==> config.mk <==
export PLATFORM = sky130hd
export DESIGN_NAME = dvp_capture
export DESIGN_NICKNAME = d
export VERILOG_FILES = /design/src/rtl/dvp_capture.sv
export SDC_FILE = /design/constraint.sdc
export NUM_CORES = 1
export LEC_CHECK = 0
export BUFFER_PORTS_ARGS = -buffer_cell sky130_fd_sc_hd__buf_2
export CORE_MARGIN = 5
export CORE_UTILIZATION = 40
export DETAILED_ROUTE_END_ITERATION = 12
export PLACE_DENSITY = 0.58
export REMOVE_ABC_BUFFERS = 1
export SYNTH_ARGS = -nofsm -noshare
export SYNTH_HDL_FRONTEND = slang
export SYNTH_SLANG_ARGS = --single-unit
==> constraint.sdc <==
create_clock -name clk -period 1.87 [get_ports clk]
set_clock_uncertainty 0.15 [all_clocks]
set_input_delay 0 -clock clk [delete_from_list [all_inputs] [get_ports clk]]
set_output_delay 0 -clock clk [all_outputs]
set_load 0.1 [all_outputs]
==> src/rtl/dvp_capture.sv <==
// dvp_capture: DVP/RGB565 sensor capture that skips SKIP_FRAMES frames after reset, then emits pixels (frame stats when DVP_FRAME_STATS_EN is defined)
module dvp_capture #(
   parameter int SKIP_FRAMES = 10
) (
   input  logic        clk,
   input  logic        rst_n,
   input  logic        cmos_vsync,
   input  logic        cmos_href,
   input  logic [7:0]  cmos_db,
   output logic        vin_vs,
   output logic        vin_de,
   output logic [15:0] vin_data,
   output logic        capture_ok,
   output logic [11:0] line_pixels,
   output logic [11:0] frame_lines
);
   typedef enum logic {SKIP, RUN} state_t;
   state_t state, state_nx;
   logic [7:0] skip_cnt, skip_cnt_nx;
   logic vs1, href1, vs2, tog, pair_v;
   logic [7:0] db1, hi;
   logic [15:0] pair_d;
   logic vs_rise, act;
   assign vs_rise = vs1 & ~vs2;
   assign act = href1 & ~vs1;
   assign capture_ok = state == RUN;
   assign vin_vs = capture_ok & vs2;
   always_ff @(posedge clk or negedge rst_n) begin
      if (!rst_n) begin
         vs1 <= 1'b0;
         href1 <= 1'b0;
         db1 <= '0;
         vs2 <= 1'b0;
         tog <= 1'b0;
         hi <= '0;
         pair_v <= 1'b0;
         pair_d <= '0;
         vin_de <= 1'b0;
         vin_data <= '0;
         state <= SKIP;
         skip_cnt <= '0;
      end else begin
         vs1 <= cmos_vsync;
         href1 <= cmos_href;
         db1 <= cmos_db;
         vs2 <= vs1;
         tog <= act ? ~tog : 1'b0;
         if (act & ~tog) hi <= db1;
         pair_v <= act & tog;
         if (act & tog) pair_d <= {hi, db1};
         vin_de <= pair_v & capture_ok;
         if (pair_v & capture_ok) vin_data <= pair_d;
         state <= state_nx;
         skip_cnt <= skip_cnt_nx;
      end
   end
   always_comb begin
      state_nx = state;
      skip_cnt_nx = skip_cnt;
      if (state == SKIP && vs_rise) begin
         if (skip_cnt == 8'(SKIP_FRAMES - 1)) state_nx = RUN;
         else skip_cnt_nx = skip_cnt + 8'd1;
      end
   end
`ifdef DVP_FRAME_STATS_EN
   logic href2;
   logic [11:0] pcnt, lcnt;
   logic href_fall;
   assign href_fall = ~href1 & href2;
   function automatic logic [11:0] sat_inc(input logic [11:0] a, input logic inc);
      return (a == 12'hFFF) ? a : a + 12'(inc);
   endfunction
   // pair_v is counted rather than vin_de so the line's last pixel is included when href falls
   always_ff @(posedge clk or negedge rst_n) begin
      if (!rst_n) begin
         href2 <= 1'b0;
         pcnt <= '0;
         lcnt <= '0;
         line_pixels <= '0;
         frame_lines <= '0;
      end else begin
         href2 <= href1;
         pcnt <= href_fall ? 12'd0 : sat_inc(pcnt, pair_v);
         if (href_fall) line_pixels <= sat_inc(pcnt, pair_v);
         lcnt <= vs_rise ? 12'd0 : sat_inc(lcnt, href_fall);
         if (vs_rise) frame_lines <= sat_inc(lcnt, href_fall);
      end
   end
`else
   assign line_pixels = '0;
   assign frame_lines = '0;
`endif
endmodule

==> results of run 1 <==
synthesized netlist by cell type:
cell,number
conb_1,1
buf_2,3
nor2_1,3
dfrtp_1,63
nand4bb_1,1
mux2i_1,1
a41o_1,1
nand3b_4,1
nand4_1,2
buf_4,24
nor3b_1,1
xor2_1,7
ha_1,2
and2_1,1
inv_1,5
mux2_2,40
and4bb_2,1
or3b_1,1
a211oi_2,1
a21oi_2,1
nand2_1,4
nor3_1,3
cell families (layout without fill, tap and decap cells):
logic type | count (synthesis) | after routing | synth area share (%)
adders and majority gates | 2 | 2 | 1.00
DFF | 63 | 63 | 63.3
xor gates and xnor gates | 7 | 7 | 2.46
other | 1 | 24 | 0.150
and+or+nand+nor | 18 | 18 | 4.82
AOI/OAI and AO/OA | 3 | 3 | 1.26
muxes | 41 | 41 | 18.5
buffers and inverters | 32 | 66 | 8.58
state kept, by name, indices dropped and copies added, names as in the netlist, 8 cells and up:
name	cells
hi	8
vin_data	16
db1	8
pair_d	16
skip_cnt	8
power by group:
| part | switching (mW) | internal [mW] | leakage, nW |
|---|---|---|---|
| clock | 0.499 | 0.475 | 0.0801 |
| sequential | 0.209 | 1.69 | 0.790 |
| combinational | 1.39 | 0.381 | 0.645 |
| total | 2.10 | 2.54 | 1.51 |
what timing repair did:
| action | CTS | global route |
|---|---|---|
| buffers inserted | 0 | 0 |
| hold buffers | 11 | 0 |
| endpoints found under the setup margin | 0 | 0 |
| endpoints found under the hold margin | 73 | 0 |
path summary, 6_finish.rpt:
path                               end  slack, ns  cells after the start
min in group clk                db1[6]       0.16                      2
hold reg to reg            skip_cnt[7]       0.34                      1
max in group asynchronous  skip_cnt[6]       0.90                      3
hold / removal              pair_d[11]       0.07                      2
setup reg to reg           skip_cnt[1]       0.31                      5
setup / recovery           skip_cnt[1]       0.31                      5
cell type report:
class	count	area share (%)
Clock inverter	4	0.765
Sequential cell	63	53.6
Timing Repair Buffer	45	10.3
Clock buffer	12	4.59
Multi-Input combinational cell	95	27.0
Tap cell	75	3.19
Inverter	5	0.638
layout by cell type, fill, tap and decap left out, drive strengths merged, types with 2 or more instances in the layout:
cell,n
clkinv,3
nand4,2
nor2,3
xor2,7
conb,24
dlygate4sd3,11
buf,34
clkbuf,12
dfrtp,63
nand2,4
mux2,40
ha,2
nor3,3
inv,5
stage by stage:
stage	setup TNS (ns)	power, mW	hold WS [ns]
after floorplan	-5.39	3.37	-0.446
after global placement	0	3.63	-0.111
after detailed placement	0	3.69	-0.0950
after CTS	0	4.70	0.0817
after global routing	0	4.89	0.132
final	0	4.64	0.0697
critical path, delay by kind of cell, from the launching register on:
kind | cells | cell delay (ns)
AOI/OAI and AO/OA | 1 | 0.19
adders and majority gates | 1 | 0.17
buffers and inverters | 1 | 0.08
DFF | 1 | 0.41
muxes | 1 | 0.22
and+or+nand+nor | 1 | 0.25
per-layer routing:
metal | track usage [%] | up-vias | wire, µm | part of all wire (%)
met4 | 6.50 | 0 | 79 | 1.9
met2 | 19.6 | 47 | 1990 | 48
met1 | 14.2 | 674 | 1780 | 43
li1 | - | 620 | - | -
met3 | 4.79 | 7 | 322 | 7.7
met5 | 0 | - | 0 | 0
==> impl_metrics.json, run 1 <==
{
  "syn_area_um2": 2490,
  "cts.htree.levels": 3,
  "netlist_top_cells_area": "dfrtp_1 63%, mux2_2 18%, buf_4 7.2%",
  "die-area_um2": 7910,
  "syn2layout_area_growth_pct": 18.1,
  "dp_hpwl_um": 2910,
  "multi_input_area_um2": 793,
  "place_area_um2": 2680,
  "seq_area_um2": 1580,
  "initialDrtViolationCount": 38,
  "cp.required_ns": 1.97,
  "max_clock_freq_mhz": 643,
  "finalSetupViolations": 0,
  "worstSkewPairLatency_ns": 0.33,
  "cp_slowest_cell": "dfrtp_1",
  "io_pins": 55,
  "worst_slack_ns": 0.314,
  "yosys.area.top_type": "dfrtp_1",
  "cts_resized": 0,
  "crit_chain": "inv_1 > ha_1 > and4bb_2 > a21oi_2 > mux2i_1",
  "via_per_inst": 4.51,
  "clockBufferDepth": 2,
  "postRouteAntennaNets": 0,
  "fin_crit_sh_pct": 83.2,
  "die_w_um": 88.9,
  "hold_viol": 0,
  "drt-pass1-iter-count": 4,
  "post-route-min-period_ns": 1.56,
  "final_cell_area_um2": 2940,
  "maxSlewHeadroom_pct": 57.9,
  "port_buffers": 30,
  "maxCapViolations": 0,
  "vias": 1348,
  "dp_cells": 272,
  "path_max_fanout": 5,
  "dpl_worst_slack_ns": 0.336,
  "startpoint_type": "flip-flop",
  "finalNonFillerCells": 299,
  "rsz0062_at_grt": "no",
  "worstPathArrival_ns": 1.66,
  "wl_um": 4180,
  "die_height_um": 88.9,
  "fp.coreArea_um2": 5990,
  "finalMaxSlewViolations": 0,
  "fp-row-count": 28,
  "path_clk_slew_ns": 0.07,
  "grt_antenna_before_repair": 0,
  "cts_root_buf": "clkbuf_8",
  "cpPeakStageDelay_ns": 0.41,
  "critPathCaptureType": "flip-flop",
  "routabilityCongestion": 0.764,
  "synth_warnings": 0,
  "critPathKind": "reg -> reg",
  "fin_nets": 233,
  "grt_usage_pct": 12.2,
  "tightest_slew_ns": 0.632,
  "diodes": 0,
  "status": "finished, final reports clean",
  "route.detailed.drc": 0,
  "p_per_area_nw_per_um2": 1580,
  "wl_per_cell_um": 14.0,
  "grt_max_degree": 37,
  "synthCells": 167,
  "r2r_start": "skip_cnt[1]",
  "yosysSeqAreaShare_pct": 63.3,
  "drive_gt1_share_pct": 41.1,
  "cts_inserted_buffers": 9,
  "start_util_pct": 41.6,
  "hold_path.class": "in -> async",
  "synth_seq_cells": 63,
  "grt_pass1_vias": 1476,
  "crit_path_start": "skip_cnt[1]",
  "synth_top_area_share_pct": 63.3,
  "final.fill_count": 535,
  "cts_sinks": 63,
  "grt_first_pass_wirelength_um": 7000,
  "final_util_pct": 49.1,
  "grt-ovfl-total": 0,
  "cts_tree": "built",
  "irDropWorstVdd_mv": 0.644,
  "syn_avg_cell_area_um2": 14.9,
  "ys_types": 22,
  "power_leakage_nw": 1.51
}
Note: power is estimated with default switching activity, not from simulation.
==> run 2, diff against run 1 <==
ABC_AREA = 1   (was default)
PLACE_DENSITY = 0.6   (was 0.58)
clock period = 1.3 ns   (was 1.87 ns; I/O delays follow)
==> run 2 against run 1 <==
Net effect: the run now ends with setup timing left; core utilization increased by 2.3 points; largest power group unchanged; combinational power increased by 16%; sequential share of layout area decreased by 5.3 points; maximum frequency increased by 12%; routed wire length increased by 16%; via count increased by 34%; first-iteration DRC count increased by 150%; non-clock buffer count increased by 9; critical path depth increased by 1.
==> impl_metrics.json, run 2 <==
{
  "final_cell_area_um2": 3270,
  "cts_root_buf": "clkbuf_8",
  "diodes": 0,
  "critPathCaptureType": "flip-flop",
  "path_buf_inv": 1,
  "synth_top_area_share_pct": 60.2,
  "syn2layout_area_growth_pct": 24.7,
  "synth_warnings": 0,
  "regToRegSetupSlack_ns": -0.09,
  "final_cell_mix": "95 x nand2_1, 63 x dfrtp_1, 25 x inv_1, 24 x conb_1, 19 x o21ai_0",
  "synth_edf_count": 0,
  "die_height_um": 90.9,
  "place_area_um2": 2870,
  "final_common_cell": "nand2_1",
  "netlist_top_cells_area": "dfrtp_1 60%, nand2_1 14%, buf_4 6.9%",
  "largestRegisters": "pair_d: 16 flops, vin_data: 16 flops",
  "grt_pass1_vias": 1817,
  "die_w_um": 90.9,
  "ys_types": 23,
  "grt_antenna_before_repair": 0,
  "synth.most_common_cell": "nand2_1",
  "vias": 1800,
  "hold_path.class": "in -> async",
  "r2r_start": "skip_cnt[1]",
  "swShare_pct": 39.2,
  "clockBufferDepth": 2,
  "grt_usage_pct": 12.8,
  "rsz0062_at_grt": "yes",
  "dp_cells": 387,
  "post-route-min-period_ns": 1.39,
  "route.detailed.drc": 0,
  "drt-pass1-iter-count": 4,
  "ff2ff_path_depth": 6,
  "startpoint_type": "flip-flop",
  "path_max_fanout": 8,
  "crit_top_cell": "nand2_1",
  "cp_slowest_cell": "dfrtp_1",
  "grt-ovfl-total": 0,
  "start_util_pct": 41.3,
  "fin_total_pwr_mw": 6.47,
  "synthCells": 275,
  "syn_area_um2": 2620,
  "max_clock_freq_mhz": 721,
  "p_per_area_nw_per_um2": 1980,
  "cts_sinks": 63,
  "dp_hpwl_um": 3150,
  "violations": "setup timing",
  "synth_seq_cells": 63,
  "die-area_um2": 8270,
  "ys.flop_type": "dfrtp_1",
  "grt_first_pass_wirelength_um": 8490,
  "critPathKind": "reg -> reg",
  "power_switching_mw": 2.54,
  "finalMaxSlewViolations": 0,
  "yosys.area.top_type": "dfrtp_1",
  "io_pins": 55,
  "yosysSeqAreaShare_pct": 60.2,
  "crit_chain": "inv_1 > ha_2 > nand3b_4 > o21bai_4 > nand2_1 > nand2_1",
  "cpPeakStageDelay_ns": 0.41,
  "grt_max_degree": 64,
  "final.fill_count": 594,
  "fin_crit_sh_pct": 107,
  "r2r-end": "skip_cnt[1]",
  "cpLargestDelayFamily": "flip-flops",
  "cts.htree.levels": 3,
  "port_buffers": 30,
  "syn_avg_cell_area_um2": 9.53,
  "seqPwrFrac_pct": 39.0,
  "postRouteAntennaNets": 0,
  "fp.coreArea_um2": 6350,
  "finalNonFillerCells": 416,
  "initialDrtViolationCount": 94,
  "via_per_inst": 4.33,
  "hold_viol": 0,
  "worstPathArrival_ns": 1.51,
  "status": "complete, but fails checks",
  "worstSkewPairLatency_ns": 0.33,
  "wl_um": 4830,
  "cp.required_ns": 1.42,
  "finalSetupViolations": 8,
  "routabilityCongestion": 0.771,
  "p_int_mw": 3.93,
  "drive_gt1_share_pct": 21.8,
  "fin_nets": 348,
  "async_flop_share_pct": 100,
  "power_leakage_nw": 1.75,
  "maxCapViolations": 0,
  "worst_slack_ns": -0.0870,
  "cts_inserted_buffers": 9,
  "cts_tree": "built",
  "p_comb_share_pct": 31.7,
  "path_clk_slew_ns": 0.07,
  "fp-row-count": 29,
  "wl_per_cell_um": 11.6,
  "irDropWorstVdd_mv": 1.34,
  "p_clk_share_pct": 29.3,
  "synthTopCellsByCount": "96 x nand2_1, 63 x dfrtp_1, 26 x inv_1, 24 x buf_4, 21 x o21ai_0"
}
## run 2: cell types whose count changed after synthesis, moves of 3 or more
cell     delta
nand3_1     +6
nor3_1      -3
xor2_1      -6
o21ai_1    +11
o21ai_0    +21
inv_1      +21
nand2_1    +92
mux2_2     -40
## run 2: power by group through the flow
stage	Clock, mW	Sequential (mW)	Combinational (mW)
6_report	1.90	2.52	2.05
5_1_grt	2.03	2.57	2.21
4_1_cts	1.93	2.52	2.03
3_5_place_dp	0	2.55	1.98
3_3_place_gp	0	2.54	1.96
2_1_floorplan	0	3.23	0.851
## run 2: through the flow
stage | hold slack, ns | TNS [ns] | utilization (%) | setup slack [ns]
3_3_place_gp | -0.111 | -0.141 | 45.2 | -0.0283
3_5_place_dp | -0.110 | -0.556 | 45.2 | -0.0764
5_1_grt | 0.0841 | -1.06 | 51.5 | -0.149
2_1_floorplan | -0.446 | -16.82 | - | -0.803
4_1_cts | 0.0615 | -0.633 | 50.6 | -0.0889
6_report | 0.0496 | -0.628 | 51.5 | -0.0870
## run 2: what timing repair did
action,CTS,global route
pin swaps,3,4
setup buffers,0,2
setup endpoints to repair,13,29
gates resized for setup,7,17
hold buffers,11,0
hold endpoints to repair,73,0
## run 2: area by class of cell
type / count / area [µm²] / area share [%]
inverters: 29 / 113 / 3.45
flip-flops and latches: 63 / 1580 / 48.2
well taps: 77 / 96.3 / 2.95
repair buffers: 54 / 442 / 13.5
multi-input cells: 177 / 818 / 25.0
clock inverters: 5 / 81.3 / 2.49
clock buffers: 11 / 141 / 4.33
## run 2: per-layer routing
metal	up-vias	wire, µm	track usage [%]
li1	910	-	-
met1	836	2300	16.5
met2	50	2190	19.8
met3	4	304	4.38
met4	0	44	5.13
met5	-	0	0
## run 2: cell families (layout without fill, tap and decap cells)
kind of cell,Yosys count,in the layout,share of synthesized area (%)
fa+ha+maj,2,2,0.955
compound gates,33,33,6.83
buf+inv,58,99,12.2
xor+xnor,3,3,1.00
flops,63,63,60.2
other cells,1,24,0.143
simple gates,115,115,18.7
## run 2: tightest hold or removal path: cells and delay by family
family	cells	cell delay, ns
buffers and inverters	3	0.93
## run 2: worst max path at each step
| stage | start | endpoint | slack (ns) | cells after the start |
|---|---|---|---|---|
| CTS | skip_cnt[1] | skip_cnt[1] | -0.09 | 6 |
| finish | skip_cnt[1] | skip_cnt[1] | -0.09 | 6 |
| global placement | skip_cnt[1] | skip_cnt[0] | -0.03 | 6 |
| floorplan | capture_ok | vin_data[0] | -0.80 | 4 |
| global route | skip_cnt[1] | skip_cnt[1] | -0.15 | 6 |
| detailed placement | skip_cnt[1] | skip_cnt[7] | -0.08 | 6 |
==> run 3, diff against run 2 <==
ABC_AREA = 0   (was 1)
==> run 3 against run 2 <==
Net effect: the flow still finishes with violations (setup timing); sequential cell count unchanged; first-iteration DRC count down 52%; sequential share of layout area down 0.24 points; register-to-register slack got worse by 0.04 ns; non-clock buffer count increased by 7; total power rose by 15%; clock power is 12% lower; die area down 4.3%; combinational power increased by 51%; hold slack gained 0.0051 ns; critical path type unchanged.
==> impl_metrics.json, run 3 (same netlist as run 1, synthesis figures left out) <==
{
  "drt-pass1-iter-count": 2,
  "start_util_pct": 41.6,
  "hold_path.class": "in -> async",
  "post-route-min-period_ns": 1.42,
  "grt_usage_pct": 12.4,
  "cp.required_ns": 1.37,
  "rsz0062_at_grt": "yes",
  "wl_per_cell_um": 13.5,
  "io_pins": 55,
  "worstPathArrival_ns": 1.49,
  "drive_gt1_share_pct": 49.6,
  "max_clock_freq_mhz": 703,
  "critPathKind": "reg -> reg",
  "path_clk_slew_ns": 0.07,
  "dpl_worst_slack_ns": -0.163,
  "finalNonFillerCells": 315,
  "route.detailed.drc": 0,
  "p_per_area_nw_per_um2": 2270,
  "wl_um": 4260,
  "finalMaxSlewViolations": 0,
  "worstSkewPairLatency_ns": 0.33,
  "violations": "setup timing",
  "fp-row-count": 28,
  "power_leakage_nw": 1.67,
  "initialDrtViolationCount": 45,
  "dp_hpwl_um": 2730,
  "status": "complete, but fails checks",
  "startpoint_type": "flip-flop",
  "die_w_um": 88.9,
  "postRouteAntennaNets": 0,
  "grt_pass1_vias": 1490,
  "syn2layout_area_growth_pct": 31.9,
  "die_height_um": 88.9,
  "die-area_um2": 7910,
  "vias": 1402,
  "fin_total_pwr_mw": 7.47,
  "worst_slack_ns": -0.123,
  "dp_cells": 281,
  "maxCapViolations": 0,
  "cts_sinks": 63,
  "finalSetupViolations": 49,
  "fin_crit_sh_pct": 109,
  "cts.htree.levels": 3,
  "fp.coreArea_um2": 5990,
  "cts_root_buf": "clkbuf_8",
  "final_cell_mix": "62 x dfrtp_1, 32 x mux2_2, 24 x conb_1, 19 x buf_2, 13 x buf_4",
  "grt_antenna_before_repair": 0,
  "path_max_fanout": 6,
  "largestRegisters": "pair_d: 16 flops, vin_data: 16 flops",
  "diodes": 0,
  "via_per_inst": 4.45,
  "hold_viol": 0,
  "clockBufferDepth": 2,
  "cts_tree": "built",
  "port_buffers": 30,
  "cts_inserted_buffers": 9,
  "final_common_cell": "dfrtp_1",
  "fin_nets": 249,
  "grt_max_degree": 64,
  "irDropWorstVdd_mv": 1.71,
  "critPathCaptureType": "flip-flop",
  "grt-ovfl-total": 0,
  "grt_first_pass_wirelength_um": 7240,
  "routabilityCongestion": 0.721
}
==> run 3: cell count changes in the layout (fill, tap and decap cells not counted), moves of 3 or more <==
cell | previous run | this run
nand3_1 | 6 | 0
buf_2 | 16 | 19
o21ai_0 | 19 | 0
mux2_2 | 0 | 32
inv_1 | 25 | 4
o21ai_1 | 13 | 0
xor2_1 | 1 | 7
mux2_4 | 0 | 8
nand2_1 | 95 | 3
==> run 3: power breakdown <==
part	internal [mW]	total [mW]	switching, mW	leakage, nW
clock	0.937	1.67	0.730	0.103
sequential	2.43	2.70	0.275	0.789
combinational	0.946	3.10	2.15	0.781
total	4.31	7.47	3.16	1.67
==> run 3: worst paths after layout <==
kind                            start   endpoint  slack [ns]  cells after the start
setup / recovery                  vs1      hi[6]       -0.12                      3
hold / removal                  rst_n  pair_d[9]        0.05                      3
setup reg to reg                  vs1      hi[6]       -0.12                      3
hold reg to reg                   vs1        vs2        0.32                      0
max in group asynchronous       rst_n        vs1        0.65                      3
min in group clk           cmos_db[7]     db1[7]        0.15                      2
==> run 3: cell type report <==
cell class | count | area, µm²
Timing Repair Buffer | 61 | 524
Inverter | 5 | 18.8
Clock inverter | 5 | 57.6
Tap cell | 75 | 93.8
Sequential cell | 63 | 1580
Fill cell | 488 | 2700
Clock buffer | 11 | 141
Multi-Input combinational cell | 95 | 873
==> run 3: layer usage <==
metal  global-route usage (%)  up-vias  share of wire [%]
li1                         -      660                  -
met1                     15.8      693                 46
met2                     19.3       41                 47
met3                     5.25        8                6.1
met4                     4.06        0                1.5
met5                        0        -                  0
==> run 3: what timing repair did <==
item	CTS	global route
endpoints found under the hold margin	73	0
hold buffers	11	0
cloned	0	1
setup buffers	5	2
resized for setup	23	11
pin swaps	6	4
setup endpoints to repair	49	58
==> run 3: worst max-delay path, cell delays in order, from the launching register on <==
cell and delay [ns]:
dfrtp_2 0.45, nor3b_2 0.24, buf_4 0.18, mux2_4 0.30
==> run 3: per-stage QoR <==
stage	utilization [%]	setup TNS [ns]	area (µm²)	hold slack, ns
3_5_place_dp	46.3	-3.51	2770	-0.109
4_1_cts	53.7	-2.82	3220	0.0637
2_1_floorplan	-	-23.86	2380	-0.446
5_1_grt	54.9	-5.42	3290	0.0866
6_report	54.9	-2.90	3290	0.0547
3_3_place_gp	46.3	-2.71	2770	-0.109
